$ cat config.mk
export PLATFORM = sky130hd
export DESIGN_NAME = alu_pipe
export DESIGN_NICKNAME = d
export VERILOG_FILES = /design/src/rtl/alu_pipe.sv
export SDC_FILE = /design/constraint.sdc
export NUM_CORES = 1
export LEC_CHECK = 0
export BUFFER_PORTS_ARGS = -buffer_cell sky130_fd_sc_hd__buf_4
export CAP_MARGIN = 20
export CORE_MARGIN = 1.5
export CORE_UTILIZATION = 55
export CTS_BUF_LIST = sky130_fd_sc_hd__clkbuf_4 sky130_fd_sc_hd__clkbuf_8
export CTS_CLUSTER_SIZE = 12
export DETAILED_ROUTE_END_ITERATION = 10
export PLACE_DENSITY_LB_ADDON = 0.2
export RECOVER_POWER = 50
export REMOVE_ABC_BUFFERS = 1
export SYNTH_ARGS = -nofsm -noshare
export SYNTH_HDL_FRONTEND = slang
export SYNTH_SLANG_ARGS = --single-unit
$ cat constraint.sdc
create_clock -name clk -period 4 [get_ports clk]
set_clock_uncertainty 0.2 [all_clocks]
set_input_delay 0.4 -clock clk [delete_from_list [all_inputs] [get_ports clk]]
set_output_delay 0.4 -clock clk [all_outputs]
set_load 0.1 [all_outputs]
$ cat src/rtl/alu_pipe.sv
// Two-stage pipelined ALU with valid/ready handshakes on both sides.
// Optional sticky overflow flag is built when ALU_PIPE_STICKY_EN is defined.
module alu_pipe #(
  parameter int WIDTH = 32
) (
  input  logic             clk,
  input  logic             reset,
  input  logic             in_valid,
  output logic             in_ready,
  input  logic [WIDTH-1:0] a,
  input  logic [WIDTH-1:0] b,
  input  logic [2:0]       selector,
  output logic             out_valid,
  input  logic             out_ready,
  output logic [WIDTH-1:0] out,
  output logic             carryflag,
  output logic             overflag,
`ifdef ALU_PIPE_STICKY_EN
  output logic             sticky_ovf,
  input  logic             sticky_clr,
`endif
  output logic             zero
);

  typedef enum logic [2:0] {
    RES_ARITH = 3'd0,
    RES_SLT   = 3'd1,
    RES_XOR   = 3'd2,
    RES_AND   = 3'd3,
    RES_NAND  = 3'd4,
    RES_NOR   = 3'd5,
    RES_OR    = 3'd6
  } res_sel_e;

  logic             s1_valid_q, s1_valid_d;
  logic [WIDTH-1:0] a_q, a_d, b_q, b_d;
  res_sel_e         sel_q, sel_d;
  logic             inv_b_q, inv_b_d, cin_q, cin_d;

  logic             out_valid_q, out_valid_d;
  logic [WIDTH-1:0] out_q, out_d;
  logic             carry_q, carry_d, ovf_q, ovf_d, zero_q, zero_d;

  logic             s1_advance, s1_load;
  logic [WIDTH-1:0] b_eff, res;
  logic [WIDTH:0]   sum;
  logic             msb_cin, add_ovf, res_carry, res_ovf;

  // Handshake control: S2 takes S1 when empty or draining, S1 refills in the same cycle.
  always_comb begin
    s1_advance = s1_valid_q & (~out_valid_q | out_ready);
    in_ready   = ~reset & (~s1_valid_q | s1_advance);
    s1_load    = in_valid & in_ready;
  end

  // Stage 1 capture and command decode.
  always_comb begin
    a_d        = a_q;
    b_d        = b_q;
    sel_d      = sel_q;
    inv_b_d    = inv_b_q;
    cin_d      = cin_q;
    s1_valid_d = s1_valid_q;
    if (s1_load) begin
      s1_valid_d = 1'b1;
      a_d        = a;
      b_d        = b;
      inv_b_d    = 1'b0;
      cin_d      = 1'b0;
      case (selector)
        3'd0: sel_d = RES_ARITH;
        3'd1: begin sel_d = RES_ARITH; inv_b_d = 1'b1; cin_d = 1'b1; end
        3'd2: sel_d = RES_XOR;
        3'd3: begin sel_d = RES_SLT; inv_b_d = 1'b1; cin_d = 1'b1; end
        3'd4: sel_d = RES_AND;
        3'd5: sel_d = RES_NAND;
        3'd6: sel_d = RES_NOR;
        3'd7: sel_d = RES_OR;
        default: sel_d = RES_ARITH;
      endcase
    end else if (s1_advance) begin
      s1_valid_d = 1'b0;
    end else begin
      s1_valid_d = s1_valid_q;
    end
  end

  // Stage 2 compute: one shared adder serves ADD, SUB and SLT.
  always_comb begin
    b_eff     = inv_b_q ? ~b_q : b_q;
    sum       = {1'b0, a_q} + {1'b0, b_eff} + {{WIDTH{1'b0}}, cin_q};
    msb_cin   = a_q[WIDTH-1] ^ b_eff[WIDTH-1] ^ sum[WIDTH-1];
    add_ovf   = msb_cin ^ sum[WIDTH];
    res       = {WIDTH{1'b0}};
    res_carry = 1'b0;
    res_ovf   = 1'b0;
    case (sel_q)
      RES_ARITH: begin res = sum[WIDTH-1:0]; res_carry = sum[WIDTH]; res_ovf = add_ovf; end
      RES_SLT:   begin res = {{(WIDTH-1){1'b0}}, sum[WIDTH-1] ^ add_ovf}; res_ovf = add_ovf; end
      RES_XOR:   res = a_q ^ b_q;
      RES_AND:   res = a_q & b_q;
      RES_NAND:  res = ~(a_q & b_q);
      RES_NOR:   res = ~(a_q | b_q);
      RES_OR:    res = a_q | b_q;
      default:   res = {WIDTH{1'b0}};
    endcase
  end

  // Stage 2 next state: results hold while the downstream stalls.
  always_comb begin
    out_d   = out_q;
    carry_d = carry_q;
    ovf_d   = ovf_q;
    zero_d  = zero_q;
    if (s1_advance) begin
      out_valid_d = 1'b1;
      out_d       = res;
      carry_d     = res_carry;
      ovf_d       = res_ovf;
      zero_d      = (res == {WIDTH{1'b0}});
    end else if (out_ready) begin
      out_valid_d = 1'b0;
    end else begin
      out_valid_d = out_valid_q;
    end
  end

  // Pipeline registers.
  always_ff @(posedge clk) begin
    if (reset) begin
      s1_valid_q  <= 1'b0;
      a_q         <= {WIDTH{1'b0}};
      b_q         <= {WIDTH{1'b0}};
      sel_q       <= RES_ARITH;
      inv_b_q     <= 1'b0;
      cin_q       <= 1'b0;
      out_valid_q <= 1'b0;
      out_q       <= {WIDTH{1'b0}};
      carry_q     <= 1'b0;
      ovf_q       <= 1'b0;
      zero_q      <= 1'b0;
    end else begin
      s1_valid_q  <= s1_valid_d;
      a_q         <= a_d;
      b_q         <= b_d;
      sel_q       <= sel_d;
      inv_b_q     <= inv_b_d;
      cin_q       <= cin_d;
      out_valid_q <= out_valid_d;
      out_q       <= out_d;
      carry_q     <= carry_d;
      ovf_q       <= ovf_d;
      zero_q      <= zero_d;
    end
  end

  assign out_valid = out_valid_q;
  assign out       = out_q;
  assign carryflag = carry_q;
  assign overflag  = ovf_q;
  assign zero      = zero_q;

`ifdef ALU_PIPE_STICKY_EN
  logic sticky_q, sticky_d;

  // Setting on an overflowing output handshake beats a same-cycle clear.
  always_comb begin
    if (out_valid_q & out_ready & ovf_q) begin
      sticky_d = 1'b1;
    end else if (sticky_clr) begin
      sticky_d = 1'b0;
    end else begin
      sticky_d = sticky_q;
    end
  end

  // Sticky overflow register.
  always_ff @(posedge clk) begin
    if (reset) begin
      sticky_q <= 1'b0;
    end else begin
      sticky_q <= sticky_d;
    end
  end

  assign sticky_ovf = sticky_q;
`endif

endmodule
Word-level counts from Yosys, hierarchy flattened
Cells that the tools add are included.
{"block": "classes", "eq_ne": 13, "add_sub_neg": 2, "bitwise": 18, "n_mux": 10, "reduce_logical": 8}
{"op": "32-bit one-hot mux with 7 select lines", "count": 1}
{"op": "32-bit NOT", "count": 3}
{"op": "32-bit by 32-bit adder with 33-bit output", "count": 1}
{"op": "33-bit by 1-bit adder with 33-bit output", "count": 1}
{"op": "32-bit AND", "count": 1}
{"op": "32-bit logical NOT", "count": 1}
{"op": "32-bit 2-to-1 mux", "count": 1}
{"op": "32-bit bitwise OR", "count": 1}
{"op": "32-bit bitwise XOR", "count": 1}
{"op": "3-bit equality test, second input constant", "count": 7}
{"op": "3-bit one-hot mux with 7 select lines", "count": 1}
{"op": "3-bit by 2-bit equality test with 1-bit output, second input constant", "count": 4}
{"op": "1-bit 2-to-1 mux", "count": 7}
{"op": "3-bit by 1-bit equality test with 1-bit output, second input constant", "count": 2}
{"op": "3-bit logical NOT", "count": 2}
{"op": "2-bit OR reduction", "count": 3}
{"op": "2-bit nonzero test", "count": 2}
{"op": "1-bit bitwise XOR", "count": 4}
{"op": "1-bit AND", "count": 3}
{"op": "1-bit NOT", "count": 3}
{"op": "1-bit bitwise OR", "count": 2}
{"block": "totals", "register_bits": 105, "word_cells": 61, "in_bits": 71, "output_inout_bits": 37}

Longest topological paths before layout
{"block": "logic_depth", "word_depth": 9, "mapped_depth": 14, "depth_no_buf": 12}

Least setup slack after synthesis
Ideal clock, no wire load.
{"block": "synth_path", "path_kind": "flip-flop to flip-flop", "from": "register cin_q", "to": "register zero_q, in the netlist zero", "setup_slack_ps": -9, "stages_incl_launch_ff": 15, "synth_period_minus_slack_ps": 4009, "path_buffers": 3, "setup_ps": 84, "t_arrival_ps": 3724, "required_ps": 3716, "cell_sequence": "dfxtp_1 -> buf_2 -> buf_1 -> xor2_1 -> ha_1 -> buf_4 -> and4_1 -> and2_1 -> a31o_2 -> a31oi_1 -> mux2_1 -> nor2_1 -> or3b_1 -> or4_1 -> o31ai_2"}
{"block": "synth_between", "elab_chain_len": 8, "elab_cells_between_ends": 9, "classes_between": "2 x add/sub; 2 x mux; 4 x bitwise; 1 x reduce/logical"}
{"element": "start, declared", "line": "38", "text": "logic inv_b_q, inv_b_d, cin_q, cin_d;"}
{"element": "start signal, assigned", "line": "148", "text": "cin_q <= cin_d;"}
{"element": "32-bit 2-to-1 mux"}
{"element": "32-bit by 32-bit adder with 33-bit output"}
{"element": "33-bit by 1-bit adder with 33-bit output", "line": "91", "text": "sum = {1'b0, a_q} + {1'b0, b_eff} + {{WIDTH{1'b0}}, cin_q};"}
{"element": "1-bit bitwise XOR", "line": "92", "text": "msb_cin = a_q[WIDTH-1] ^ b_eff[WIDTH-1] ^ sum[WIDTH-1];"}
{"element": "1-bit bitwise XOR", "line": "93", "text": "add_ovf = msb_cin ^ sum[WIDTH];"}
{"element": "1-bit bitwise XOR", "line": "99", "text": "RES_SLT: begin res = {{(WIDTH-1){1'b0}}, sum[WIDTH-1] ^ add_ovf}; res_ovf = add_ovf; end"}
{"element": "32-bit one-hot mux with 7 select lines (*)", "line": "97", "text": "case (sel_q)"}
{"element": "32-bit logical NOT (*)", "line": "120", "text": "zero_d = (res == {WIDTH{1'b0}});"}
{"element": "end signal, assigned", "line": "153", "text": "zero_q <= zero_d;"}
{"element": "end, declared", "line": "42", "text": "logic carry_q, carry_d, ovf_q, ovf_d, zero_q, zero_d;"}
Mark *: on every way between the ends. The rest lies on a longest branch, timed or not.
A chain may end at the register's enable or synchronous reset.

Worst setup path in the final report
Same ends and word-level chain as after synthesis.

==> impl_metrics.ini <==
[status]
status = finished clean

[yosys]
synth-compound-area-share_pct = 27.3
synth_flop_cell = dfxtp_1
syn_inst = 1092
synth_adder_area_share_pct = 14.2
syn_area_per_cell_um2 = 7.81
synth_edf_count = 0
synth_top_family_by_area = compound AO/OA/AOI/OAI gates
yosysSeqAreaShare_pct = 24.7
synth.cell_area_um2 = 8520
async_flop_share_pct = 0
synthSimpleGateAreaFrac_pct = 16.1
ys_types = 74
yosys_warnings = 0
synth_xor_area_share_pct = 5.14
ys_ff_latch = 105
synthMuxAreaShare_pct = 5.02

[setup_path]
start_kind = flip-flop
endpoint_kind = flip-flop
worstRegToRegCells = 12
timing.rr.start = cin_q
crit_start = cin_q
cp.arrival_ps = 3960
cp_max_fo = 13
required_ps = 4130
rrSetupSlack_ps = 180
path_class = reg -> reg

[clocking]
clock-sinks = 105
clock_tree.htree_level_count = 3
cts_buffers = 9
root_buffer = clkbuf_8
path_clk_slew_ps = 120
cts_tree = done
insertion_delay_ps = 410
clockBufferDepth = 2

[hold_path]
worstHoldPathType = in -> reg
min_from = a[15]
whs_path_depth = 3

[timing]
clock.fmax_mhz = 262
worst_pin_slew_ps = 1340
rsz0062_at_grt = false
slew_viol_final = 0
relSlewSlack_pct = 10.7
hold_viol_final = 0
setup_viol = 0
layout_min_cycle_time_ps = 3820
finalCritPeriodShare_pct = 95.5
holdWs_ps = 2.69

[global_routing]
grt_pass1_wl_um = 40000
gr-total-overflow = 0
grt_max_degree = 77
grt_util_all_layers_pct = 30.7
antenna_found_initial = 0
grt_pass1_vias = 7905

[cells_and_area]
multi_input_area_um2 = 5830
area_growth_pct = 22.0
layout-drive-gt1-share_pct = 14.1
diodes = 0
fin_nets = 1404
seq_area_um2 = 2110
fill_cells = 1324
fin_area_um2 = 10400

[floorplan]
core_um2 = 15100
core.rowCount = 45
initial_core_util_pct = 56.3
die_y_um = 127
pin_count = 108
die_x_um = 127
dieArea_um2 = 16300

[power]
p_seq_share_pct = 35.7
clkPwrFrac_pct = 23.8
intPower_mw = 2.02
power.density_nw_per_um2 = 324
combPwrFrac_pct = 40.4
ir_drop_mv = 0.274
switchingPower_mw = 1.35
cellLeakagePower_nw = 4.44
power_mw = 3.37
swShare_pct = 40.1

[drt]
vias = 8513
drcViolationCount = 0
dr.pass1.iters = 5
drtIter0Drc = 570
vias_per_cell = 5.95
ant_nets = 0
avgRoutedWirePerCell_um = 17.2
wl_um = 24600

[run]
maxCapViolCount = 0

[place]
place.gp.congestion = 0.974
portBuffers = 107
dpl-instance-area_um2 = 9640
hpwl_um = 17900
-- per-stage QoR --
stage / util, % / setup WS [ps] / setup TNS, ps / cells
3_5_place_dp: 63.6 / 111 / 0 / 1352
3_3_place_gp: 63.6 / 197 / 0 / 1352
6_report: 68.7 / 179 / 0 / 1430
5_1_grt: 68.7 / 22.6 / 0 / 1430
2_1_floorplan: - / -1790 / -122350 / 1008
4_1_cts: 69.1 / 77.4 / 0 / 1427
-- worst max-delay path, cell delays in order, from the launching register on --
cell,delay (ps)
dfxtp_4,420
buf_12,160
xor2_1,160
ha_2,340
and4_1,250
and2_1,160
a31o_2,280
a31oi_2,180
mux2_1,340
nor2_1,150
or3b_1,350
or4_1,540
o31ai_2,210
-- layout make-up --
type | count | share of cell area, %
multi-input combinational | 827 | 56.1
timing repair buffer | 218 | 16.4
clock buffer | 10 | 1.32
sequential | 105 | 20.3
inverter | 76 | 2.74
clock inverter | 6 | 0.926
tap | 188 | 2.26
-- power groups by stage --
stage / Clock (mW) / Sequential, mW / Combinational (mW)
after floorplan: 0 / 1.42 / 0.690
after global placement: 0 / 1.22 / 1.29
after detailed placement: 0 / 1.22 / 1.30
after CTS: 0.807 / 1.20 / 1.36
after global routing: 0.857 / 1.21 / 1.48
final: 0.802 / 1.20 / 1.36
-- routing by layer --
layer	vias to the layer above	routed length (um)	GRT usage, %	share of wire, %
met2	284	10900	49.1	45
met4	0	537	9.76	2.2
met3	42	1540	4.56	6.3
met5	-	0	0	0
li1	4239	-	-	-
met1	3948	11600	42.6	47
-- logic make-up after synthesis --
logic type / Yosys count
flip-flops: 105
AO/OA/AOI/OAI: 335
XOR/XNOR: 50
adder cells (fa/ha/maj): 96
multiplexers: 42
AND/OR/NAND/NOR: 304
buffers and inverters: 160
-- path summary, 6_finish.rpt --
| check | end |
|---|---|
| max | zero |
| min | a_q[15] |
| max reg2reg | zero |
| min reg2reg | out[8] |
-- flip-flops by register name (all words and copies together) (netlist names) --
register    count
zero            1
out_valid       1
a_q            32
s1_valid_q      1
carryflag       1
b_q            32
overflag        1
out            32
sel_q           3
cin_q           1
-- cells in the final DEF (no fill, tap or decap), types with 11 or more instances in the layout --
cell type	Yosys	layout
nand2_1	136	136
buf_4	4	118
dfxtp_1	105	102
ha_1	95	91
inv_1	76	76
nor2_1	76	76
o31ai_1	67	67
dlygate4sd3_1	0	59
a21oi_1	59	55
o21ai_0	55	54
xor2_1	39	39
mux2i_1	38	38
clkbuf_1	52	36
o22ai_1	29	29
a211oi_1	23	23
nand3_1	17	17
nand4_1	14	14
nor3_1	15	14
xnor2_1	11	11
a22oi_1	11	11
-- cell usage after synthesis, types with 14 or more instances --
cell	number	share of area [%]
o31ai_1	67	5.9
buf_2	21	1.2
a211oi_1	23	2.0
nand3_1	17	1.0
nand2_1	136	6.0
nor2_1	76	3.3
inv_1	76	3.3
nor3_1	15	0.88
ha_1	95	14
nand4_1	14	1.0
o22ai_1	29	2.1
a21oi_1	59	3.5
dfxtp_1	105	25
clkbuf_1	52	2.3
xor2_1	39	4.0
mux2i_1	38	4.5
o21ai_0	55	3.2
-- what timing repair did --
action,in CTS,in global routing
buffers inserted,0,3
endpoints found under the hold margin,59,0
hold buffers,59,0
gates resized for setup,0,16
setup endpoints to repair,0,1
Note: power is estimated with default switching activity, not from simulation.
